**src/rtl/serial_cnt_pkg.sv**
```systemverilog
// Shared types and helpers for the serial bit counter controller.
package serial_cnt_pkg;

    typedef enum logic [1:0] {
        IDLE     = 2'd0,
        COLLECT  = 2'd1,
        REPORT   = 2'd2,
        WAIT_LOW = 2'd3
    } state_e;

    localparam logic MODE_ONES  = 1'b0;
    localparam logic MODE_ZEROS = 1'b1;

    // True when the sampled bit has the polarity selected by mode_v.
    function automatic logic bit_match(input logic bit_v, input logic mode_v);
        logic m;
        case (mode_v)
            MODE_ONES:  m = bit_v;
            MODE_ZEROS: m = ~bit_v;
            default:    m = 1'b0;
        endcase
        return m;
    endfunction

endpackage

```
**src/rtl/serial_bit_counter_ctrl_if.sv**
```systemverilog
// Result handshake bundle of serial_bit_counter_ctrl; max_run exists only with MAX_RUN_EN.
interface serial_bit_counter_ctrl_if #(
    parameter int CW = 8
);
    logic          out_valid;
    logic          out_ready;
    logic [CW-1:0] count;
    logic [CW-1:0] total;
    logic          overflow;
    logic          truncated;
`ifdef MAX_RUN_EN
    logic [CW-1:0] max_run;

    modport master (output out_valid, count, total, overflow, truncated, max_run, input out_ready);
    modport slave  (input out_valid, count, total, overflow, truncated, max_run, output out_ready);
`else
    modport master (output out_valid, count, total, overflow, truncated, input out_ready);
    modport slave  (input out_valid, count, total, overflow, truncated, output out_ready);
`endif
endinterface

```
**src/rtl/serial_bit_counter_ctrl_sat_counter.sv**
```systemverilog
// Saturating up-counter with clear-and-load; sat flags that the next value is all ones.
module sat_counter #(
    parameter int CW = 8
) (
    input  logic          clk,
    input  logic          rst,
    input  logic          clr,
    input  logic          inc,
    output logic [CW-1:0] cnt,
    output logic          sat
);
    localparam logic [CW-1:0] CNT_MAX = {CW{1'b1}};

    logic [CW-1:0] cnt_r;
    logic [CW-1:0] nxt_s;

    // Clear loads the first sample so a frame start counts its own bit.
    always_comb begin
        nxt_s = cnt_r;
        if (clr) begin
            nxt_s = CW'(inc);
        end else if (inc && (cnt_r != CNT_MAX)) begin
            nxt_s = cnt_r + CW'(1'b1);
        end else begin
            nxt_s = cnt_r;
        end
    end

    // Counter register.
    always_ff @(posedge clk or negedge rst) begin
        if (!rst) begin
            cnt_r <= {CW{1'b0}};
        end else begin
            cnt_r <= nxt_s;
        end
    end

    assign cnt = cnt_r;
    assign sat = (nxt_s == CNT_MAX);

endmodule

```
**src/rtl/serial_bit_counter_ctrl.sv**
```systemverilog
// Serial frame bit counter with length limit, saturation and drop reporting.
// Define MAX_RUN_EN to add the longest-matching-run output on the result interface.
module serial_bit_counter_ctrl #(
    parameter int CW       = 8,
    parameter int MAX_BITS = 64
) (
    input  logic clk,
    input  logic rst,
    input  logic serin,
    input  logic collect,
    input  logic mode,
    serial_bit_counter_ctrl_if.master res,
    output logic dropped,
    output logic busy
);
    import serial_cnt_pkg::*;

    // Value of total just before the closing sample of a full-length frame.
    localparam logic [CW-1:0] LAST_PRE = CW'(MAX_BITS - 1);

    state_e        state_r;
    state_e        state_nxt_s;
    logic          mode_r;
    logic          collect_q_r;
    logic          out_valid_r;
    logic          overflow_r;
    logic          truncated_r;
    logic          dropped_r;
    logic          busy_r;
    logic          start_s;
    logic          sample_s;
    logic          match_s;
    logic          close_trunc_s;
    logic          drop_s;
    logic          ovf_hit_s;
    logic [CW-1:0] count_s;
    logic [CW-1:0] total_s;
    logic          count_sat_s;
    logic          total_sat_s;

    sat_counter #(.CW(CW)) u_count (
        .clk (clk),
        .rst (rst),
        .clr (start_s),
        .inc (sample_s & match_s),
        .cnt (count_s),
        .sat (count_sat_s)
    );

    sat_counter #(.CW(CW)) u_total (
        .clk (clk),
        .rst (rst),
        .clr (start_s),
        .inc (sample_s),
        .cnt (total_s),
        .sat (total_sat_s)
    );

`ifdef MAX_RUN_EN
    logic [CW-1:0] cur_run_s;
    logic [CW-1:0] max_run_s;
    logic          cur_sat_s;
    logic          max_sat_s;

    sat_counter #(.CW(CW)) u_cur_run (
        .clk (clk),
        .rst (rst),
        .clr (start_s | (sample_s & ~match_s)),
        .inc (sample_s & match_s),
        .cnt (cur_run_s),
        .sat (cur_sat_s)
    );

    // The best run only grows while the current run is the best run.
    sat_counter #(.CW(CW)) u_max_run (
        .clk (clk),
        .rst (rst),
        .clr (start_s),
        .inc (sample_s & match_s & (start_s | (cur_run_s == max_run_s))),
        .cnt (max_run_s),
        .sat (max_sat_s)
    );

    // A run never exceeds count, so folding run saturation in cannot change overflow.
    assign ovf_hit_s     = count_sat_s | total_sat_s | cur_sat_s | max_sat_s;
    assign res.max_run   = max_run_s;
`else
    assign ovf_hit_s     = count_sat_s | total_sat_s;
`endif

    // Next-state and sample/start strobes.
    always_comb begin
        state_nxt_s   = state_r;
        start_s       = 1'b0;
        sample_s      = 1'b0;
        close_trunc_s = 1'b0;
        case (state_r)
            IDLE: begin
                if (collect) begin
                    start_s  = 1'b1;
                    sample_s = 1'b1;
                    if (LAST_PRE == {CW{1'b0}}) begin
                        close_trunc_s = 1'b1;
                        state_nxt_s   = REPORT;
                    end else begin
                        state_nxt_s   = COLLECT;
                    end
                end else begin
                    state_nxt_s = IDLE;
                end
            end
            COLLECT: begin
                if (collect) begin
                    sample_s = 1'b1;
                    if (total_s == LAST_PRE) begin
                        close_trunc_s = 1'b1;
                        state_nxt_s   = REPORT;
                    end else begin
                        state_nxt_s   = COLLECT;
                    end
                end else begin
                    state_nxt_s = REPORT;
                end
            end
            REPORT: begin
                if (res.out_ready) begin
                    if (truncated_r && collect) begin
                        state_nxt_s = WAIT_LOW;
                    end else begin
                        state_nxt_s = IDLE;
                    end
                end else begin
                    state_nxt_s = REPORT;
                end
            end
            WAIT_LOW: begin
                if (collect) begin
                    state_nxt_s = WAIT_LOW;
                end else begin
                    state_nxt_s = IDLE;
                end
            end
            default: begin
                state_nxt_s = IDLE;
            end
        endcase
    end

    // Bit polarity match and lost-frame detection.
    always_comb begin
        match_s = 1'b0;
        drop_s  = 1'b0;
        if (state_r == IDLE) begin
            match_s = bit_match(serin, mode);
        end else begin
            match_s = bit_match(serin, mode_r);
        end
        if (((state_r == REPORT) || (state_r == WAIT_LOW)) && collect && !collect_q_r) begin
            drop_s = 1'b1;
        end else begin
            drop_s = 1'b0;
        end
    end

    // State register.
    always_ff @(posedge clk or negedge rst) begin
        if (!rst) begin
            state_r <= IDLE;
        end else begin
            state_r <= state_nxt_s;
        end
    end

    // Frame flags and registered status outputs.
    always_ff @(posedge clk or negedge rst) begin
        if (!rst) begin
            mode_r      <= MODE_ONES;
            collect_q_r <= 1'b0;
            out_valid_r <= 1'b0;
            overflow_r  <= 1'b0;
            truncated_r <= 1'b0;
            dropped_r   <= 1'b0;
            busy_r      <= 1'b0;
        end else begin
            collect_q_r <= collect;
            out_valid_r <= (state_nxt_s == REPORT);
            busy_r      <= (state_nxt_s != IDLE);
            dropped_r   <= drop_s;
            if (start_s) begin
                mode_r      <= mode;
                overflow_r  <= ovf_hit_s;
                truncated_r <= close_trunc_s;
            end else if (sample_s) begin
                mode_r      <= mode_r;
                overflow_r  <= overflow_r | ovf_hit_s;
                truncated_r <= truncated_r | close_trunc_s;
            end else begin
                mode_r      <= mode_r;
                overflow_r  <= overflow_r;
                truncated_r <= truncated_r;
            end
        end
    end

    assign res.out_valid = out_valid_r;
    assign res.count     = count_s;
    assign res.total     = total_s;
    assign res.overflow  = overflow_r;
    assign res.truncated = truncated_r;
    assign dropped       = dropped_r;
    assign busy          = busy_r;

endmodule

```
**src/flat_wrapper.sv**
```systemverilog
// flat-port wrapper written by rule: the top's interface ports become plain ports
module serial_bit_counter_ctrl_flat import serial_cnt_pkg::*;
#(
    parameter int CW       = 8,
    parameter int MAX_BITS = 64
)
  (clk, rst, serin, collect, mode, dropped, busy, res_out_valid, res_count, res_total, res_overflow, res_truncated, res_out_ready);
  serial_bit_counter_ctrl_if #(.CW(CW)) res_i ();
  input  logic clk;
  input  logic rst;
  input  logic serin;
  input  logic collect;
  input  logic mode;
  output logic dropped;
  output logic busy;
  output wire logic [$bits(res_i.out_valid)-1:0] res_out_valid;
  output wire logic [$bits(res_i.count)-1:0] res_count;
  output wire logic [$bits(res_i.total)-1:0] res_total;
  output wire logic [$bits(res_i.overflow)-1:0] res_overflow;
  output wire logic [$bits(res_i.truncated)-1:0] res_truncated;
  input wire logic [$bits(res_i.out_ready)-1:0] res_out_ready;
  assign res_out_valid = res_i.out_valid;
  assign res_count = res_i.count;
  assign res_total = res_i.total;
  assign res_overflow = res_i.overflow;
  assign res_truncated = res_i.truncated;
  assign res_i.out_ready = res_out_ready;
  serial_bit_counter_ctrl #(.CW(CW), .MAX_BITS(MAX_BITS)) u_core (.clk(clk), .rst(rst), .serin(serin), .collect(collect), .mode(mode), .res(res_i), .dropped(dropped), .busy(busy));
endmodule
```
**config.mk**
```make
export PLATFORM = sky130hd
export DESIGN_NAME = serial_bit_counter_ctrl_flat
export DESIGN_NICKNAME = d
export VERILOG_FILES = /design/src/rtl/serial_cnt_pkg.sv /design/src/rtl/serial_bit_counter_ctrl_if.sv /design/src/rtl/serial_bit_counter_ctrl_sat_counter.sv /design/src/rtl/serial_bit_counter_ctrl.sv /design/src/flat_wrapper.sv
export SDC_FILE = /design/constraint.sdc
export NUM_CORES = 1
export LEC_CHECK = 0
export BUFFER_PORTS_ARGS = -buffer_cell sky130_fd_sc_hd__buf_4
export CORE_UTILIZATION = 50
export DETAILED_ROUTE_END_ITERATION = 8
export HOLD_SLACK_MARGIN = 0.1
export PLACE_DENSITY = 0.74
export SYNTH_ARGS = -nofsm -noshare
export SYNTH_HDL_FRONTEND = slang
export SYNTH_HIERARCHICAL = 1
export SYNTH_SLANG_ARGS = --single-unit
```
**constraint.sdc**
```tcl
create_clock -name clk -period 2.3 [get_ports clk]
set_input_delay 0.345 -clock clk [delete_from_list [all_inputs] [get_ports clk]]
set_output_delay 0.345 -clock clk [all_outputs]
set_load 0.01 [all_outputs]
```
==> results of run 1 <==
-- sequential cells by signal, summed over array words and instances, names as in the netlist --
signal	cells
u_core/state_r	2
u_core/res.overflow	1
u_core/mode_r	1
u_core/u_count/cnt	8
u_core/u_total/cnt	8
u_core/dropped	1
u_core/busy	1
u_core/res.truncated	1
u_core/res.out_valid	1
u_core/collect_q_r	1
-- worst paths after layout --
kind                                                         end  cells after the start  slack (ns)                    startpoint
worst max-delay path             u_core/res.overflow$_DFFE_PN0P_                      9        0.10   u_core/state_r[1]$_DFF_PN0_
worst min-delay path                u_core/collect_q_r$_DFF_PN0_                      1        0.20                       collect
worst max register to register   u_core/res.overflow$_DFFE_PN0P_                      9        0.10   u_core/state_r[1]$_DFF_PN0_
worst min register to register          u_core/dropped$_DFF_PN0_                      1        0.41  u_core/collect_q_r$_DFF_PN0_
max in group asynchronous       u_core/res.truncated$_DFFE_PN0P_                      2        1.61                           rst
min in group asynchronous        u_core/u_count/cnt[2]$_DFF_PN0_                      2        0.45                           rst
-- power breakdown --
part           leakage, nW  internal [mW]  switching (mW)
Combinational        0.449          0.172           0.189
Sequential           0.329          0.496          0.0935
Clock               0.0177         0.0650           0.127
Total                0.796          0.733           0.410
-- placed cells by master, fill, tap and decap left out, types with 5 or more instances in the layout --
cell	n
sky130_fd_sc_hd__and4_2	6
sky130_fd_sc_hd__buf_4	32
sky130_fd_sc_hd__nand2_1	11
sky130_fd_sc_hd__a21oi_1	6
sky130_fd_sc_hd__nor3_1	7
sky130_fd_sc_hd__o21ai_0	6
sky130_fd_sc_hd__nand3_1	5
sky130_fd_sc_hd__mux2i_1	5
sky130_fd_sc_hd__and3_1	6
sky130_fd_sc_hd__dfrtp_1	25
sky130_fd_sc_hd__nor2_1	14
-- logic make-up (layout without fill, tap and decap cells) --
family | Yosys count | in the layout | synth area share
AO/OA/AOI/OAI | 36 | 36 | 0.181
XOR/XNOR | 5 | 5 | 0.0298
multiplexers | 6 | 6 | 0.0417
flip-flops | 25 | 25 | 0.426
AND/OR/NAND/NOR | 70 | 70 | 0.276
buffers and inverters | 10 | 41 | 0.0289
adder cells (fa/ha/maj) | 2 | 2 | 0.0170
-- routing by layer --
| layer | global-route usage | vias up | wire length [microns] |
|---|---|---|---|
| li1 | - | 641 | - |
| met1 | 0.289 | 636 | 1570 |
| met4 | 0.0941 | 0 | 57 |
| met3 | 0.0326 | 6 | 117 |
| met5 | 0 | - | 0 |
| met2 | 0.354 | 41 | 1480 |
-- per-stage QoR --
stage               power [mW]  area [sq um]   util
floorplan                0.793          1470      -
finish                    1.14          1760  0.632
global route              1.22          1760  0.632
global placement         0.945          1720  0.619
detailed placement       0.952          1720  0.619
CTS                       1.15          1760  0.632
-- worst max-delay path: stages, from the launching register on --
cell and delay, ns:
sky130_fd_sc_hd__dfrtp_1 0.48, sky130_fd_sc_hd__nand2b_1 0.27, sky130_fd_sc_hd__nor2_1 0.14, sky130_fd_sc_hd__buf_4 0.16
sky130_fd_sc_hd__a41oi_1 0.13, sky130_fd_sc_hd__nor4_1 0.29, sky130_fd_sc_hd__o21ai_0 0.15, sky130_fd_sc_hd__nor4_1 0.33
sky130_fd_sc_hd__o21ai_0 0.12, sky130_fd_sc_hd__nand2_1 0.07
-- cell type report --
type	count	area, sq um	share of cell area
timing repair buffer	33	250	0.142
inverter	4	15.0	0.00853
multi-input combinational	119	802	0.456
sequential	25	626	0.356
clock inverter	1	5.00	0.00284
clock buffer	3	22.5	0.0128
tap	31	38.8	0.0220
==> out/qor.tcl, run 1 <==
set qor(timing.final.hold_violations) 0
set qor(final_net_count) 194
set qor(cts-htree-levels) 1
set qor(async_reset_ff_frac) 1.00
set qor(critical_path.endpoint_type) {flop}
set qor(power_per_cell_area_nw_per_um2) 650
set qor(postSynthNetCount) 162
set qor(clk_pin_slew_ns) 0.13
set qor(clock_tree.root_cell) {sky130_fd_sc_hd__clkbuf_4}
set qor(cts_buffers) 3
set qor(top_area_cell_type_share_of_the_netlist_area) 0.426
set qor(min_path_type) {in2reg}
set qor(cts_hold_buf) 1
set qor(synth.cells.most_frequent) {sky130_fd_sc_hd__dfrtp_1 (25), sky130_fd_sc_hd__nor2_1 (14), sky130_fd_sc_hd__nand2_1 (11)}
set qor(status) {finished, final reports clean}
set qor(placement_rows) 19
set qor(tritoncts) {yes}
set qor(setup_tns_ns) 0
set qor(die-area_sq_um) 3160
set qor(tritoncts_num_sinks) 25
set qor(drive_gt1_frac) 0.281
set qor(nFillCells) 250
set qor(post-cts-setup-buffers) 0
set qor(place_worst_setup_slack_ns) 0.239
set qor(post_synth.cell_area_avg_sq_um) 9.55
set qor(maxSlewViolCount) 0
set qor(hold-worst-slack_ns) 0.201
set qor(grt_first_pass_wirelength_microns) 5530
set qor(yosys.cell_types.count) 39
set qor(pin_count_of_the_biggest_net_entering_global_routing) 26
set qor(max_cap_violations) 0
set qor(rsz0062_at_grt) {false}
set qor(yosysSeqAreaShare) 0.426
set qor(synth_most_common_cell) {sky130_fd_sc_hd__dfrtp_1}
set qor(post_cts.resized_instances) 0
set qor(floorplan.initialDensity) 0.529
set qor(tightest_slew_ns) 0.327
set qor(timing.critical_path.from_type) {flop}
set qor(cell_type_with_the_highest_aggregate_area_in_the_netlist) {sky130_fd_sc_hd__dfrtp_1}
set qor(routed-via-count) 1324
set qor(core-area_sq_um) 2780
set qor(grt_overflow_total) 0
set qor(postSynthCellCount) 154
set qor(place.gp.congestion) 0.857
set qor(number_of_antenna_violations_at_the_first_check_in_global_routing) 0
set qor(grt_pass1_vias) 1263
set qor(n_antenna_cell) 0
set qor(avgViaCountPerCell) 6.13
set qor(io_buffer_count) 26
set qor(area.growth.synth_to_final_pct) 19.7
set qor(num_io_pins) 27
set qor(avgRoutedWirePerCell_microns) 14.9
set qor(synth_top_flop_cell) {sky130_fd_sc_hd__dfrtp_1}
set qor(grt.total_usage) 0.218
set qor(vdd.ir_drop.worst_v) 0.000448
set qor(finalNonFillerCells) 216
set qor(power.static_leakage_nw) 0.796
set qor(finalWirelength_microns) 3230
set qor(timing.max_slew.rel_slack) 0.780
set qor(fin_skew_ns) 0.00475
set qor(layout_min_cycle_time_ns) 2.20
set qor(clock_latency_ns) 0.31
set qor(fin_ws_ns) 0.105
set qor(hpwl_microns) 2360
set qor(maxClockFrequency_mhz) 455
set qor(cp.arrival_ns) 2.45
set qor(cts.path.max_buffers) 2
set qor(synth.yosys.warnings) 6
set qor(worstPathMaxFanout) 9
set qor(postSynthRegisterBits) 25
set qor(placed_cells_incl_taps) 211
set qor(firstDrtPassIters) 4
set qor(synth-edff-count) 0
set qor(syn-cell-area_sq_um) 1470
set qor(setup-violations-final) 0
set qor(detailedRoute.firstIterationViolations) 22
set qor(critPathRequiredTime_ns) 2.56
set qor(synth_top_cells_by_area) {sky130_fd_sc_hd__dfrtp_1 (43%), sky130_fd_sc_hd__and4_2 (4.1%), sky130_fd_sc_hd__nor2_1 (3.6%), sky130_fd_sc_hd__mux2i_1 (3.4%), sky130_fd_sc_hd__nand2_1 (2.8%)}
set qor(floorplan.die.height_microns) 56.2
set qor(finalCritPeriodShare) 0.955
set qor(die_width_microns) 56.2
set qor(drcViolationCount) 0
set qor(worst-setup-path-type) {reg2reg}
set qor(postRouteAntennaNets) 0
Power figures use the tool's default switching activity.
==> run 2: changes to the inputs <==
--- a/config.mk
+++ b/config.mk
@@ -7,6 +7,7 @@
 export LEC_CHECK = 0
 export BUFFER_PORTS_ARGS = -buffer_cell sky130_fd_sc_hd__buf_4
 export CORE_UTILIZATION = 50
+export CTS_BUF_LIST = sky130_fd_sc_hd__clkbuf_8 sky130_fd_sc_hd__clkbuf_16
 export DETAILED_ROUTE_END_ITERATION = 8
 export HOLD_SLACK_MARGIN = 0.1
 export PLACE_DENSITY = 0.74
==> run 2 against run 1 <==
  * Register-to-register slack improved by 0.06 ns
  * Final area rose by 1.1%
  * Largest cell class unchanged
  * Critical path depth did not move
==> out/qor.tcl, run 2 (synthesized netlist as in run 1, its figures left out) <==
set qor(seqCellArea_sq_um) 626 ;# unchanged
set qor(cp_max_stage_delay_ns) 0.46 ;# -0.02 ns
set qor(detailedRoute.firstIterationViolations) 25 ;# +14%
set qor(power.static_leakage_nw) 0.804 ;# +0.98%
set qor(area.growth.synth_to_final_pct) 20.9
set qor(tritoncts_num_sinks) 25 ;# unchanged
set qor(place_worst_setup_slack_ns) 0.239 ;# unchanged
set qor(drive_gt1_frac) 0.281 ;# unchanged
set qor(timing.final.hold_violations) 0 ;# unchanged
set qor(firstDrtPassIters) 4 ;# unchanged
set qor(setup-violations-final) 0 ;# unchanged
set qor(share_comb_of_total_power) 0.299 ;# -0.017
set qor(grt_pass1_vias) 1272 ;# +0.71%
set qor(timing.max_slew.rel_slack) 0.780 ;# about the same
set qor(layout_min_cycle_time_ns) 2.13 ;# -0.0645 ns
set qor(rsz0062_at_grt) {false}
set qor(clock_latency_ns) 0.26 ;# -0.05 ns
set qor(cp_top_family) {simple AND/OR/NAND/NOR gates}
set qor(number_of_antenna_violations_at_the_first_check_in_global_routing) 0 ;# unchanged
set qor(post_cts.resized_instances) 0 ;# unchanged
set qor(vdd.ir_drop.worst_v) 0.000450 ;# +0.64%
set qor(fin_skew_ns) 0.00330 ;# -0.00145 ns
set qor(critPathRequiredTime_ns) 2.50 ;# -0.06 ns
set qor(floorplan.die.height_microns) 56.2 ;# unchanged
set qor(critical_path.n_buffers_inverters) 1 ;# unchanged
set qor(grt.total_usage) 0.218 ;# unchanged
set qor(tightest_slew_ns) 0.329 ;# +0.00209 ns
set qor(cp.arrival_ns) 2.34 ;# -0.11 ns
set qor(maxSlewViolCount) 0 ;# unchanged
set qor(nFillCells) 247 ;# -1.2%
set qor(power.share.clock) 0.210 ;# +0.042
set qor(seq_power_share) 0.491 ;# -0.025
set qor(post-cts-setup-buffers) 0 ;# unchanged
set qor(switchingPower_uw) 413 ;# +0.80%
set qor(worstPathMaxFanout) 9 ;# unchanged
set qor(slowest_stage) {sky130_fd_sc_hd__dfrtp_1}
set qor(cts_buffers) 3 ;# unchanged
set qor(avgViaCountPerCell) 5.99 ;# -2.3%
set qor(die_width_microns) 56.2 ;# unchanged
set qor(power.internal_uw) 789 ;# +7.6%
set qor(drcViolationCount) 0 ;# unchanged
set qor(status) {finished, final reports clean}
set qor(timing.critical_path.from_type) {flop}
set qor(die-area_sq_um) 3160 ;# unchanged
set qor(finalNonFillerCells) 216 ;# unchanged
set qor(cts-htree-levels) 1 ;# unchanged
set qor(io_buffer_count) 26 ;# unchanged
set qor(hpwl_microns) 2360 ;# unchanged
set qor(path_cells) {nand2b_1, nor2_1, buf_4, a41oi_1, nor4_1, o21ai_0, nor4_1, o21ai_0, nand2_1}
set qor(num_io_pins) 27 ;# unchanged
set qor(worst-setup-path-type) {reg2reg}
set qor(power_per_cell_area_nw_per_um2) 676 ;# +4.1%
set qor(grt_overflow_total) 0 ;# unchanged
set qor(finalCritPeriodShare) 0.926 ;# -0.0281
set qor(fin_ws_ns) 0.169 ;# +0.0645 ns
set qor(tritoncts) {yes}
set qor(max_cap_violations) 0 ;# unchanged
set qor(hold-worst-slack_ns) 0.252 ;# +0.0506 ns
set qor(multi_input_area_sq_um) 802 ;# unchanged
set qor(cts.path.max_buffers) 2 ;# unchanged
set qor(layout.cells.most_common_list) {sky130_fd_sc_hd__buf_4 (32), sky130_fd_sc_hd__dfrtp_1 (25), sky130_fd_sc_hd__nor2_1 (14), sky130_fd_sc_hd__nand2_1 (11), sky130_fd_sc_hd__nor3_1 (7)}
set qor(routed-via-count) 1294 ;# -2.3%
set qor(critical_path.endpoint_type) {flop}
set qor(placement_rows) 19 ;# unchanged
set qor(layout.cells.most_common) {sky130_fd_sc_hd__buf_4}
set qor(floorplan.initialDensity) 0.529 ;# unchanged
set qor(core-area_sq_um) 2780 ;# unchanged
set qor(pin_count_of_the_biggest_net_entering_global_routing) 26 ;# unchanged
set qor(n_antenna_cell) 0 ;# unchanged
set qor(clk_pin_slew_ns) 0.08 ;# -0.05 ns
set qor(placed_cells_incl_taps) 211 ;# unchanged
set qor(report.power.total_mw) 1.20 ;# +5.2%
set qor(finalWirelength_microns) 3180 ;# -1.6%
set qor(sw_frac_of_total) 0.344 ;# -0.0149
set qor(postRouteAntennaNets) 0 ;# unchanged
set qor(final_net_count) 194 ;# unchanged
set qor(maxClockFrequency_mhz) 469 ;# +3.0%
set qor(setup_tns_ns) 0 ;# unchanged
set qor(grt_first_pass_wirelength_microns) 5550 ;# +0.25%
set qor(avgRoutedWirePerCell_microns) 14.7 ;# -1.6%
set qor(place.gp.congestion) 0.857 ;# unchanged
set qor(min_path_type) {in2reg}
set qor(clock_tree.root_cell) {sky130_fd_sc_hd__clkbuf_8}
## run 2: cell type report
class,count,area share
tap,31,0.0218
multi-input combinational,119,0.451
inverter,4,0.00844
clock inverter,1,0.00281
sequential,25,0.352
clock buffer,3,0.0232
timing repair buffer,33,0.141
## run 2: worst register-to-register path: cells and delay by family (launching register included)
kind | cells | cell delay, ns
AND/OR/NAND/NOR | 5 | 1.06
flip-flops | 1 | 0.46
AO/OA/AOI/OAI | 3 | 0.39
buffers and inverters | 1 | 0.16
## run 2: timing repair
| item | 4_1_cts | 5_1_grt |
|---|---|---|
| hold buffers | 1 | 0 |
| setup endpoints to repair | 0 | 0 |
| hold endpoints to repair | 25 | 0 |
## run 2: final timing paths
kind / cells past startpoint / slack (ns) / to / start
setup / recovery: 9 / 0.17 / u_core/res.overflow$_DFFE_PN0P_ / u_core/state_r[1]$_DFF_PN0_
setup reg to reg: 9 / 0.17 / u_core/res.overflow$_DFFE_PN0P_ / u_core/state_r[1]$_DFF_PN0_
min in group asynchronous: 2 / 0.51 / u_core/u_count/cnt[2]$_DFF_PN0_ / rst
max in group asynchronous: 2 / 1.55 / u_core/res.overflow$_DFFE_PN0P_ / rst
hold reg to reg: 1 / 0.41 / u_core/dropped$_DFF_PN0_ / u_core/collect_q_r$_DFF_PN0_
hold / removal: 1 / 0.25 / u_core/collect_q_r$_DFF_PN0_ / collect
## run 2: layer usage
metal | GRT usage | vias to the layer above | wire length (microns)
met3 | 0.0349 | 4 | 105
met4 | 0.101 | 0 | 43
met2 | 0.352 | 30 | 1490
li1 | - | 639 | -
met5 | 0 | - | 0
met1 | 0.286 | 621 | 1540
## run 2: power by group through the flow
stage / Sequential (mW) / Combinational [mW] / Clock, mW
floorplan: 0.589 / 0.204 / 0
global placement: 0.593 / 0.351 / 0
detailed placement: 0.597 / 0.355 / 0
CTS: 0.588 / 0.359 / 0.260
global route: 0.601 / 0.394 / 0.282
finish: 0.590 / 0.359 / 0.253
## run 2: stage by stage
stage	cell area, sq um	util
finish	1780	0.639
global route	1780	0.639
CTS	1780	0.639
detailed placement	1720	0.619
global placement	1720	0.619
floorplan	1470	-
==> run 3: changes to the inputs <==
--- a/config.mk
+++ b/config.mk
@@ -6,11 +6,13 @@
 export NUM_CORES = 1
 export LEC_CHECK = 0
 export BUFFER_PORTS_ARGS = -buffer_cell sky130_fd_sc_hd__buf_4
-export CORE_UTILIZATION = 50
+export CELL_PAD_IN_SITES_DETAIL_PLACEMENT = 1
+export CELL_PAD_IN_SITES_GLOBAL_PLACEMENT = 2
+export CORE_UTILIZATION = 34
 export CTS_BUF_LIST = sky130_fd_sc_hd__clkbuf_8 sky130_fd_sc_hd__clkbuf_16
 export DETAILED_ROUTE_END_ITERATION = 8
 export HOLD_SLACK_MARGIN = 0.1
-export PLACE_DENSITY = 0.74
+export PLACE_DENSITY = 0.8
 export SYNTH_ARGS = -nofsm -noshare
 export SYNTH_HDL_FRONTEND = slang
 export SYNTH_HIERARCHICAL = 1
==> run 3 against run 2 <==
  * Power grew 3.6%
  * Die area grew 45%
  * Non-clock buffer count grew 5
  * Critical endpoint unchanged
  * Largest cell class unchanged
==> out/qor.tcl, run 3 (synthesized netlist as in run 1, its figures left out) <==
set qor(min_from) {collect}
set qor(finalCritPeriodShare) 0.907 ;# -0.0197
set qor(status) {finished, final reports clean}
set qor(die-area_sq_um) 4590 ;# +45%
set qor(fin_util) 0.451 ;# -0.189
set qor(timing.reg2reg.setup_slack_ns) 0.21 ;# +0.05 ns
set qor(hold-worst-slack_ns) 0.253 ;# +0.00123 ns
set qor(nFillCells) 495 ;# +100%
set qor(final_net_count) 199 ;# +2.6%
set qor(detailedRoute.firstIterationViolations) 109 ;# +340%
set qor(worst_hold_path.num_cells) 1 ;# unchanged
set qor(num_io_pins) 27 ;# unchanged
set qor(grt.total_usage) 0.186 ;# -0.0314
set qor(firstDrtPassIters) 4 ;# unchanged
set qor(place.gp.congestion) 0.825 ;# -3.8%
set qor(setup.worst_path.start) {u_core/state_r[0]$_DFF_PN0_}
set qor(placement_rows) 23 ;# +4
set qor(core-area_sq_um) 4090 ;# +47%
set qor(layout.cells.most_common_list) {sky130_fd_sc_hd__buf_4 (37), sky130_fd_sc_hd__dfrtp_1 (25), sky130_fd_sc_hd__nor2_1 (13), sky130_fd_sc_hd__nand2_1 (11), sky130_fd_sc_hd__nor3_1 (7)}
set qor(power.static_leakage_nw) 0.829 ;# +3.2%
set qor(path_cells) {mux2i_1, xor2_1, nor2_2, a41oi_1, nor4_1, o21ai_0, nor4_1, o21ai_0, nand2_1}
set qor(floorplan.die.height_microns) 67.8 ;# +21%
set qor(critPathRequiredTime_ns) 2.51 ;# about the same
set qor(cp.arrival_ns) 2.29 ;# -0.05 ns
set qor(vdd.ir_drop.worst_v) 0.000284 ;# -37%
set qor(clock_latency_ns) 0.26 ;# about the same
set qor(cts.path.max_buffers) 2 ;# unchanged
set qor(worst_hold_path.endpoint) {u_core/collect_q_r$_DFF_PN0_}
set qor(timing.critical_path.from_type) {flop}
set qor(min_path_type) {in2reg}
set qor(area.growth.synth_to_final_pct) 25.3
set qor(timing.max_slew.rel_slack) 0.784 ;# +0.00359
set qor(max_cap_violations) 0 ;# unchanged
set qor(die_width_microns) 67.8 ;# +21%
set qor(pin_count_of_the_biggest_net_entering_global_routing) 26 ;# unchanged
set qor(grt_pass1_vias) 1338 ;# +5.2%
set qor(worst-setup-path-type) {reg2reg}
set qor(n_antenna_cell) 0 ;# unchanged
set qor(io_buffer_count) 26 ;# unchanged
set qor(grt_overflow_total) 0 ;# unchanged
set qor(power_per_cell_area_nw_per_um2) 676 ;# about the same
set qor(clock_tree.root_cell) {sky130_fd_sc_hd__clkbuf_8}
set qor(fin_ws_ns) 0.214 ;# +0.0453 ns
set qor(fin_skew_ns) 0.00334 ;# +0.0000400 ns
set qor(maxClockFrequency_mhz) 479 ;# +2.2%
set qor(postRouteAntennaNets) 0 ;# unchanged
set qor(hpwl_microns) 2850 ;# +21%
set qor(floorplan.initialDensity) 0.360 ;# -0.169
set qor(drive_gt1_frac) 0.305 ;# +0.0242
set qor(timing.final.hold_violations) 0 ;# unchanged
set qor(cts_buffers) 3 ;# unchanged
set qor(grt_first_pass_wirelength_microns) 6410 ;# +16%
set qor(clk_pin_slew_ns) 0.09 ;# about the same
set qor(maxSlewViolCount) 0 ;# unchanged
set qor(drcViolationCount) 0 ;# unchanged
set qor(setup-violations-final) 0 ;# unchanged
set qor(cp_max_stage_delay_ns) 0.37 ;# -0.09 ns
set qor(place_worst_setup_slack_ns) 0.128 ;# -0.112 ns
set qor(tritoncts) {yes}
set qor(r2r_start) {u_core/state_r[0]$_DFF_PN0_}
set qor(avgRoutedWirePerCell_microns) 16.2 ;# +9.9%
set qor(finalWirelength_microns) 3880 ;# +22%
set qor(timing.reg2reg.worst_path_depth) 9 ;# unchanged
set qor(critical_path.endpoint_type) {flop}
set qor(layout_min_cycle_time_ns) 2.09 ;# -0.0453 ns
set qor(design_area_sq_um) 1840 ;# +3.6%
set qor(layout.cells.most_common) {sky130_fd_sc_hd__buf_4}
set qor(cts-htree-levels) 1 ;# unchanged
set qor(routed-via-count) 1329 ;# +2.7%
set qor(slowest_stage) {sky130_fd_sc_hd__dfrtp_1}
set qor(worstPathMaxFanout) 4 ;# -5
set qor(number_of_antenna_violations_at_the_first_check_in_global_routing) 0 ;# unchanged
set qor(post_dp_cell_area_sq_um) 1760 ;# +2.3%
set qor(avgViaCountPerCell) 5.54 ;# -7.6%
set qor(tritoncts_num_sinks) 25 ;# unchanged
set qor(tightest_slew_ns) 0.324 ;# -0.00474 ns
set qor(crit-reg2reg-capture) {u_core/res.overflow$_DFFE_PN0P_}
run 3: through the flow:
| step | TNS (ns) | std cells | total power [mW] |
|---|---|---|---|
| finish | 0 | 240 | 1.25 |
| CTS | 0 | 237 | 1.25 |
| global route | -0.0273 | 240 | 1.34 |
| floorplan | 0 | 154 | 0.793 |
| detailed placement | 0 | 232 | 0.982 |
| global placement | 0 | 232 | 0.968 |
run 3: worst max-delay path: cells and delay by family (launching register included):
kind                      cells  cell delay [ns]
AOI/OAI and AO/OA             3             0.48
muxes                         1             0.23
DFF                           1             0.37
and+or+nand+nor               4             0.84
xor gates and xnor gates      1             0.11
run 3: layer usage:
metal,up-vias,track usage,part of all wire
li1,644,-,-
met1,655,0.243,0.47
met2,26,0.318,0.49
met3,4,0.0270,0.024
met4,0,0.0479,0.013
met5,-,0,0
run 3: layout make-up:
| class | count | area (sq um) | share of cell area |
|---|---|---|---|
| timing repair buffer | 38 | 288 | 0.156 |
| sequential | 25 | 626 | 0.340 |
| inverter | 4 | 15.0 | 0.00815 |
| tap | 50 | 62.6 | 0.0340 |
| multi-input combinational | 119 | 805 | 0.437 |
| clock buffer | 3 | 41.3 | 0.0224 |
| clock inverter | 1 | 5.00 | 0.00272 |
run 3: timing repair:
item | 4_1_cts | 5_1_grt
setup buffers | 0 | 3
hold buffers | 1 | 0
endpoints found under the hold margin | 25 | 0
resized for setup | 0 | 1
endpoints found under the setup margin | 0 | 1
run 3: worst max path at each step:
stage	endpoint	cells after the start	slack, ns
2_1_floorplan	u_core/res.overflow$_DFFE_PN0P_	9	0.33
3_3_place_gp	u_core/res.overflow$_DFFE_PN0P_	10	0.24
3_5_place_dp	u_core/res.overflow$_DFFE_PN0P_	10	0.13
4_1_cts	u_core/res.overflow$_DFFE_PN0P_	9	0.18
5_1_grt	u_core/res.overflow$_DFFE_PN0P_	9	-0.03
6_report	u_core/res.overflow$_DFFE_PN0P_	9	0.21
run 3: power breakdown:
part           total, mW  internal, mW  switching (mW)  leakage (nW)
sequential         0.577         0.496          0.0809         0.329
clock              0.256         0.121           0.135        0.0255
combinational      0.412         0.193           0.220         0.475
total               1.25         0.810           0.435         0.829
